$ cat src/rtl/btn_ctrl.sv
// btn_ctrl: multi-channel push-button debouncer with press, release,
// long-press and auto-repeat events serialised into a small FIFO.
module btn_ctrl #(
  parameter int N          = 4,
  parameter int PRESC      = 1000,
  parameter int STABLE     = 8,
  parameter int LONG       = 200,
  parameter int REPEAT     = 50,
  parameter int FIFO_DEPTH = 4
) (
  input  logic                 clk,
  input  logic                 rst,
  input  logic [N-1:0]         in,
  output logic [N-1:0]         level,
  output logic                 evt_valid,
  input  logic                 evt_ready,
  output logic [$clog2(N)-1:0] evt_chan,
  output logic [1:0]           evt_code,
  output logic                 overflow,
  input  logic                 clr_ovf
);

  localparam int CW = $clog2(N);
  localparam int PW = $clog2(PRESC);
  localparam int DW = $clog2(STABLE + 1);
  localparam int HW = $clog2(LONG + REPEAT + 1);
  localparam int AW = $clog2(FIFO_DEPTH);
  localparam int EW = CW + 2;

  localparam logic [PW-1:0] PLAST = PW'(PRESC - 1);
  localparam logic [DW-1:0] DLAST = DW'(STABLE - 1);
  localparam logic [HW-1:0] HLONG = HW'(LONG);
  localparam logic [HW-1:0] HMAX  = HW'(LONG + REPEAT);
  localparam logic [AW:0]   FULL  = (AW + 1)'(FIFO_DEPTH);

  localparam logic [1:0] C_PRESS = 2'b00;
  localparam logic [1:0] C_REL   = 2'b01;
  localparam logic [1:0] C_LONG  = 2'b10;
  localparam logic [1:0] C_REP   = 2'b11;

  logic [N-1:0]    sync1;
  logic [N-1:0]    sync2;
  logic [PW-1:0]   pcnt;
  logic            tick;

  logic [DW-1:0]   dcnt   [N];
  logic [DW-1:0]   dcnt_n [N];
  logic [HW-1:0]   hold   [N];
  logic [HW-1:0]   hold_n [N];
  logic [HW-1:0]   hnext;
  logic [N-1:0]    level_n;
  logic [N-1:0]    ev;
  logic [1:0]      ev_code [N];

  logic [N-1:0]    pv;
  logic [1:0]      pcode [N];

  logic [CW-1:0]   ptr;
  logic [CW-1:0]   gidx;
  logic [CW-1:0]   cand;
  logic            gnt;
  logic [N-1:0]    gmask;

  logic [EW-1:0]   mem [FIFO_DEPTH];
  logic [AW-1:0]   wp;
  logic [AW-1:0]   rp;
  logic [AW:0]     cnt;
  logic            full;
  logic            push;
  logic            pop;

  assign tick = (pcnt == PLAST);

  // two-flop synchroniser on the raw button lines
  always_ff @(posedge clk) begin
    if (rst) begin
      sync1 <= '0;
      sync2 <= '0;
    end else begin
      sync1 <= in;
      sync2 <= sync1;
    end
  end

  // shared sample prescaler
  always_ff @(posedge clk) begin
    if (rst) begin
      pcnt <= '0;
    end else if (tick) begin
      pcnt <= '0;
    end else begin
      pcnt <= pcnt + 1'b1;
    end
  end

  // per-channel debounce and hold timer, producing at most one event
  always_comb begin
    hnext = '0;
    for (int i = 0; i < N; i++) begin
      level_n[i]  = level[i];
      dcnt_n[i]   = dcnt[i];
      hold_n[i]   = hold[i];
      ev[i]       = 1'b0;
      ev_code[i]  = C_PRESS;
      if (tick) begin
        if (sync2[i] != level[i]) begin
          if (dcnt[i] == DLAST) begin
            level_n[i] = ~level[i];
            dcnt_n[i]  = '0;
          end else begin
            dcnt_n[i]  = dcnt[i] + 1'b1;
          end
        end else begin
          dcnt_n[i] = '0;
        end
        if (!level_n[i]) begin
          hold_n[i] = '0;
          if (level[i]) begin
            ev[i]      = 1'b1;
            ev_code[i] = C_REL;
          end
        end else if (!level[i]) begin
          hold_n[i]  = '0;
          ev[i]      = 1'b1;
          ev_code[i] = C_PRESS;
        end else begin
          hnext     = (hold[i] == HMAX) ? HMAX : hold[i] + 1'b1;
          hold_n[i] = hnext;
          if (hnext == HLONG) begin
            ev[i]      = 1'b1;
            ev_code[i] = C_LONG;
          end else if (hnext == HMAX) begin
            ev[i]      = 1'b1;
            ev_code[i] = C_REP;
            hold_n[i]  = HLONG;
          end
        end
      end
    end
  end

  // round-robin search starting after the last granted channel
  always_comb begin
    gnt   = 1'b0;
    gidx  = '0;
    cand  = '0;
    gmask = '0;
    for (int k = 1; k <= N; k++) begin
      cand = CW'((int'(ptr) + k) % N);
      if (!gnt && pv[cand]) begin
        gnt  = 1'b1;
        gidx = cand;
      end
    end
    if (full) begin
      gnt = 1'b0;
    end
    if (gnt) begin
      gmask[gidx] = 1'b1;
    end
  end

  // debounce/hold state and pending event registers
  always_ff @(posedge clk) begin
    if (rst) begin
      level <= '0;
      pv    <= '0;
      for (int i = 0; i < N; i++) begin
        dcnt[i]  <= '0;
        hold[i]  <= '0;
        pcode[i] <= '0;
      end
    end else begin
      level <= level_n;
      for (int i = 0; i < N; i++) begin
        dcnt[i] <= dcnt_n[i];
        hold[i] <= hold_n[i];
        if (ev[i]) begin
          pv[i]    <= 1'b1;
          pcode[i] <= ev_code[i];
        end else if (gmask[i]) begin
          pv[i]    <= 1'b0;
        end
      end
    end
  end

  // sticky loss flag; a new loss beats a simultaneous clear
  always_ff @(posedge clk) begin
    if (rst) begin
      overflow <= 1'b0;
    end else if (|(ev & pv & ~gmask)) begin
      overflow <= 1'b1;
    end else if (clr_ovf) begin
      overflow <= 1'b0;
    end
  end

  // arbiter pointer follows the last grant
  always_ff @(posedge clk) begin
    if (rst) begin
      ptr <= '0;
    end else if (gnt) begin
      ptr <= gidx;
    end
  end

  assign full      = (cnt == FULL);
  assign push      = gnt;
  assign pop       = evt_valid & evt_ready;
  assign evt_valid = (cnt != '0);
  assign {evt_chan, evt_code} = mem[rp];

  // event FIFO
  always_ff @(posedge clk) begin
    if (rst) begin
      wp  <= '0;
      rp  <= '0;
      cnt <= '0;
      for (int d = 0; d < FIFO_DEPTH; d++) begin
        mem[d] <= '0;
      end
    end else begin
      if (push) begin
        mem[wp] <= {gidx, pcode[gidx]};
        wp      <= wp + 1'b1;
      end
      if (pop) begin
        rp <= rp + 1'b1;
      end
      unique case ({push, pop})
        2'b10:   cnt <= cnt + 1'b1;
        2'b01:   cnt <= cnt - 1'b1;
        default: cnt <= cnt;
      endcase
    end
  end

endmodule
$ cat config.mk
export PLATFORM = sky130hd
export DESIGN_NAME = btn_ctrl
export DESIGN_NICKNAME = d
export VERILOG_FILES = /design/src/rtl/btn_ctrl.sv
export SDC_FILE = /design/constraint.sdc
export NUM_CORES = 1
export LEC_CHECK = 0
export ABC_AREA = 1
export BUFFER_PORTS_ARGS = -buffer_cell sky130_fd_sc_hd__buf_2
export CORE_UTILIZATION = 35
export DETAILED_ROUTE_END_ITERATION = 8
export RECOVER_POWER = 25
export SLEW_MARGIN = 20
export SYNTH_ARGS = -nofsm -noshare
export SYNTH_HDL_FRONTEND = slang
export SYNTH_SLANG_ARGS = --single-unit
$ cat constraint.sdc
create_clock -name clk -period 3.9 [get_ports clk]
set_clock_uncertainty 0.15 [all_clocks]
set_input_delay 0.78 -clock clk [delete_from_list [all_inputs] [get_ports clk]]
set_output_delay 0.78 -clock clk [all_outputs]
set_load 0.01 [all_outputs]
=== Yosys cells after proc, flatten, opt, wreduce, memory -nomap -nowiden ===
Memories as Yosys holds them, arrays and structs flattened. A register that Yosys moved wholly into a read port is not among the register bits.
Index checks and enable logic that the tools add are counted.

* Bits in writable memories: 72
* Register bits after elaboration: 36
* Memories kept: 4
* Output and inout port bits: 10
* Word-level logic and storage cells: 263

* Bitwise gates (word level): 20
* $add $sub $neg: 17
* Magnitude comparators: 6
* Eq/ne operators: 24
* Muxes and demuxes: 162
* Reductions and logical operators: 17

{| class="wikitable"
|+ Memory list
! memory !! depth !! width !! rd ports !! clocked after Yosys merged registers in !! write ports !! line !! text
|-
| hold || 4 || 8 || 4 || 0 || 4 || 48 || <nowiki>logic [HW-1:0] hold [N];</nowiki>
|-
| dcnt || 4 || 4 || 4 || 0 || 4 || 46 || <nowiki>logic [DW-1:0] dcnt [N];</nowiki>
|-
| mem || 4 || 4 || 1 || 1 || 4 || 64 || <nowiki>logic [EW-1:0] mem [FIFO_DEPTH];</nowiki>
|-
| pcode || 4 || 2 || 1 || 0 || 4 || 56 || <nowiki>logic [1:0] pcode [N];</nowiki>
|}

{| class="wikitable"
|+ Operator list
! kind !! number
|-
| 8-bit 2-to-1 mux || 28
|-
| 8-bit == test (second input constant) || 12
|-
| 1-bit 2-to-1 mux || 79
|-
| 4-bit 2-to-1 mux || 18
|-
| 2-bit 2-to-1 mux || 31
|-
| 8-bit by 1-bit adder with 8-bit output (second input constant) || 4
|-
| 4-bit by 1-bit adder with 4-bit output (second input constant) || 4
|-
| 4-bit by 3-bit == test with 1-bit output (second input constant) || 4
|-
| 2-bit by 3-bit less-than comparator with 1-bit output (second input constant) || 5
|-
| 1-bit bitwise OR || 12
|-
| 2-bit nonzero test || 6
|-
| 10-bit by 1-bit adder with 10-bit output (second input constant) || 1
|-
| 10-bit == test (second input constant) || 1
|-
| 2-bit by 1-bit adder with 2-bit output (second input constant) || 4
|-
| 4-bit AND || 2
|-
| 1-bit binary-select mux with 2-bit select || 4
|-
| 4-bit OR reduction || 2
|-
| 3-bit one-hot mux with 2 select lines || 1
|-
| 2-bit adder (second input constant) || 2
|-
| 1-bit logical AND || 4
|-
| 1-bit != test || 4
|-
| 1-bit NOT || 4
|-
| 4-bit NOT || 1
|-
| 3-bit by 1-bit adder with 3-bit output (second input constant) || 1
|-
| 10 further kinds || 12
|}

=== Logic depth before layout (Yosys ltp) ===
* Depth in word-level cells: 22
* Mapped depth: 18
* Depth with buffers taken out: 17

=== Worst setup path after synthesis ===
No wires, ideal clock.

* Path kind: register -> register
* Start point: reg ptr[0]
* End point: reg cnt[2]
* Cell stages (with the launch flop): 17
* Required time: 3.628 ns
* Slack: 1.562 ns
* Data arrival time: 2.066 ns
* Cells stage by stage: dfxtp_1 buf_6 inv_4 nand2_1 nand2_1 nand2_1 nand2_2 nor2_8 nand3b_4 nand2_4 ha_1 inv_1 fa_1 a21oi_1 o21ai_0 o21ai_0 a21oi_1

* Cells in the longest elaborated chain, start to end: 16
* Elaborated cells on any way between the ends: 27

{| class="wikitable"
|+ Ends and longest elaborated chain
! element !! line !! text
|-
| start, declared || 58 || <nowiki>logic [CW-1:0] ptr;</nowiki>
|-
| start signal, assigned || 204 || <nowiki>ptr <= gidx;</nowiki>
|-
| 2-bit by 1-bit adder with 2-bit output || 149 || <nowiki>cand = CW'((int'(ptr) + k) % N);</nowiki>
|-
| 1-bit binary-select mux with 2-bit select || 150 || <nowiki>if (!gnt && pv[cand]) begin</nowiki>
|-
| 1-bit 2-to-1 mux (not written as such) || 150 ||
|-
| 1-bit 2-to-1 mux || 150 ||
|-
| 1-bit zero test || 150 ||
|-
| 1-bit logical AND || 150 ||
|-
| 1-bit 2-to-1 mux || 150 ||
|-
| 1-bit zero test || 150 ||
|-
| 1-bit logical AND || 150 ||
|-
| 1-bit 2-to-1 mux || 150 ||
|-
| 1-bit zero test || 150 ||
|-
| 1-bit logical AND || 150 ||
|-
| 1-bit 2-to-1 mux (*) || 150 ||
|-
| 1-bit 2-to-1 mux (*) || 155 || <nowiki>if (full) begin</nowiki>
|-
| 2-bit by 1-bit == test with 1-bit output or 2-bit == test (tied branches) || 231 || <nowiki>unique case ({push, pop})</nowiki>
|-
| 3-bit one-hot mux with 2 select lines or 2-bit nonzero test (tied branches) || -- ||
|-
| end signal, assigned || 232 || <nowiki>2'b10: cnt <= cnt + 1'b1;</nowiki>
|-
| end signal, assigned || 233 || <nowiki>2'b01: cnt <= cnt - 1'b1;</nowiki>
|-
| end signal, assigned || 234 || <nowiki>default: cnt <= cnt;</nowiki>
|-
| end, declared || 67 || <nowiki>logic [AW:0] cnt;</nowiki>
|}

Every way passes the cells marked *; elsewhere a longest branch is shown, timed or not. The select of a mux whose other input is x is not followed.
A chain may end at the register's enable or synchronous reset.

=== Worst setup path in the final report ===
Same ends and word-level chain as after synthesis.

==> results.toml <==
[clocking]
cts-hold-fix-buffers = 0
cts_root_buf = "clkbuf_16"
cts_setup_buffers = 0
clkTransAtPathRegs_ps = 80
numCtsBuffers = 9
insertion_delay_ps = 370
cts.sink_count = 110
cts_resized = 0
tritoncts = "built"
htreeDepth = 3
cts_max_path_buffers = 2

[synth]
syn_area_um2 = 5906
synth.distinct_cells = 50
synth_commonest_cells = "189 x nand2_1, 108 x inv_1, 90 x nor2_1"
syn_nets = 825
yosysTopAreaCell = "dfxtp_1"
postSynthCellCount = 802
synth_edf_count = 24
ys.flop_type = "dfxtp_1"
synthTopCellsByArea = "dfxtp_1 29%, edfxtp_1 12%, nand2_1 12%"
async_flop_share_pct = 0
yosysWarnings = 0
ys_seq_area_share_pct = 41.36
synth.most_common_cell = "nand2_1"
avgSynthCellArea_um2 = 7.364
synth_top_area_share_pct = 29.15
ys_ff_latch = 110

[power_and_ir_drop]
power_frac_seq_pct = 54.3
p_sw_uw = 528.2
internal_power_mw = 1.647
ir_drop_v = 0.0002169
p_per_area_nw_per_um2 = 336.9
power_frac_comb_pct = 2.3
leakagePower_nw = 2.603
clkPwrFrac_pct = 43.4
netSwitchingFraction_pct = 24.28

[routing]
via_per_inst = 4.637
drt-total-wl_mm = 12.29
ant_nets = 0
drt_iter0_drc = 233
vias = 4827
drc = 0
wl_per_cell_um = 11.80
first_pass_iters = 4

[timing]
post-route-min-period_ps = 2952
period_share_pct = 75.70
slew_headroom_pct = 21.83
tightestPinTransition_ps = 1173
finalSetupViolCount = 0
drv_slew = 0
rsz0062_at_grt = "false"
setup_slack_ps = 947.5
tns_ps = 0
clock.fmax_mhz = 338.7
final_hold_viol_count = 0

[min_path]
min_to = "sync2[0]"
hold_path_class = "register to register"
holdCritStartpoint = "sync1[0]"
min_path_cells = 2

[cells_and_area]
final_core_util_pct = 39.07
nets = 839
fin_cells = 1041
synthToLayoutAreaGrowth_pct = 9.322
antenna_cells = 0
fillers = 1700
drive_above_1_share_pct = 11.33

[die]
row_count = 47
start_util_pct = 35.74
ioPinCount = 18
die_h_um = 131.9
die_x_um = 131.9
die_area_um2 = 17400
core-area_um2 = 16520

[worst_setup_path]
path_class = "register to register"
reg2reg_from = "ptr[0]"
r2r_slack_ps = 950
endpoint_kind = "register"
cp.arrival_ps = 3060
worstSetupStartpointType = "register"
rr_worst_depth = 15
crit_required_ps = 4000
cp_max_fo = 9
r2r-end = "cnt[2]"

[place]
dp.final_hpwl_mm = 9.093
pre_cts_ws_ps = 1232
gp_congestion = 0.8194
dpl.cell_count = 1025
portBuffers = 17

[run_status]
status = "complete, no violations"

[global_routing]
grt_max_degree = 38
grt_pass1_wl_mm = 21.31
grt_pass1_vias = 4654
overflow = 0
grt_antenna_before_repair = 0
grt_util_all_layers_pct = 15.14

[flow_run]
max_cap_viol_count = 0
power groups by stage:
stage                     Sequential, mW  Combinational, mW  Clock [mW]
after detailed placement            1.21             0.0506           0
after global placement              1.21             0.0503           0
after floorplan                     1.21             0.0346           0
final                               1.18             0.0493       0.944
after CTS                           1.18             0.0507       0.980
after global routing                1.18             0.0560        1.01
worst max path at each step:
stage	from	endpoint	slack (ps)	cells past startpoint
2_1_floorplan	ptr[0]	cnt[2]	1560	16
3_3_place_gp	rst	dcnt[2][2]	1280	7
3_5_place_dp	rst	dcnt[2][2]	1230	7
4_1_cts	pcnt[0]	hold[3][5]	1240	9
5_1_grt	rst	dcnt[0][3]	600	7
6_report	ptr[0]	cnt[2]	950	15
registers in the layout (all words and copies together) (netlist names), 8 cells and up, named ones only:
signal  flops
pcnt       10
dcnt       16
hold       32
mem        16
pcode       8
area by class of cell:
type | count | area (µm²) | area share, %
Clock buffer | 9 | 225.2 | 3.488
Tap cell | 220 | 275.3 | 4.264
Timing Repair Buffer | 19 | 85.08 | 1.318
Sequential cell | 110 | 2442 | 37.83
Inverter | 124 | 469.2 | 7.267
Clock inverter | 7 | 73.82 | 1.143
Multi-Input combinational cell | 552 | 2885 | 44.69
layer usage:
metal / up-vias / global-route usage [%] / wire, µm
li1: 2630 / - / -
met2: 41 / 25.10 / 5645
met5: - / 0 / 0
met3: 16 / 3.191 / 363
met1: 2140 / 19.35 / 6082
met4: 0 / 5.556 / 195
cell usage in the layout (no fill, tap or decap), drive strengths merged, types with 12 or more instances in the layout:
master and instances:
nand2 212, inv 123, nor2 102, dfxtp 86, nand3 56, o21ai 49
a21oi 29, edfxtp 24, clkbuf 18, o22ai 17, ha 14, xor2 12
nor3 12
logic make-up after synthesis:
family | share of synthesized area, %
flip-flops | 41.36
AO/OA/AOI/OAI | 12.37
XOR/XNOR | 2.373
AND/OR/NAND/NOR | 31.36
adder cells (fa/ha/maj) | 3.305
buffers and inverters | 9.237
critical path, cell delays in order (launching register included):
cell,delay (ps)
dfxtp_1,540
inv_4,100
nand2_1,90
nand2_2,70
nand2_2,100
nand2_4,50
nor2_1,220
nand3b_2,160
nand2_1,250
ha_1,200
inv_1,70
fa_1,380
a21oi_1,140
o21ai_0,110
o21ai_0,150
a21oi_1,50
per-stage QoR:
stage,total power [mW],instance area [µm²],hold slack (ps)
after global routing,2.253,6456,289.6
after detailed placement,1.259,6206,253.8
after floorplan,1.240,5906,238.3
after global placement,1.258,6206,244.3
after CTS,2.212,6505,262.3
final,2.175,6456,255.0
(Power assumes the default switching activity.)
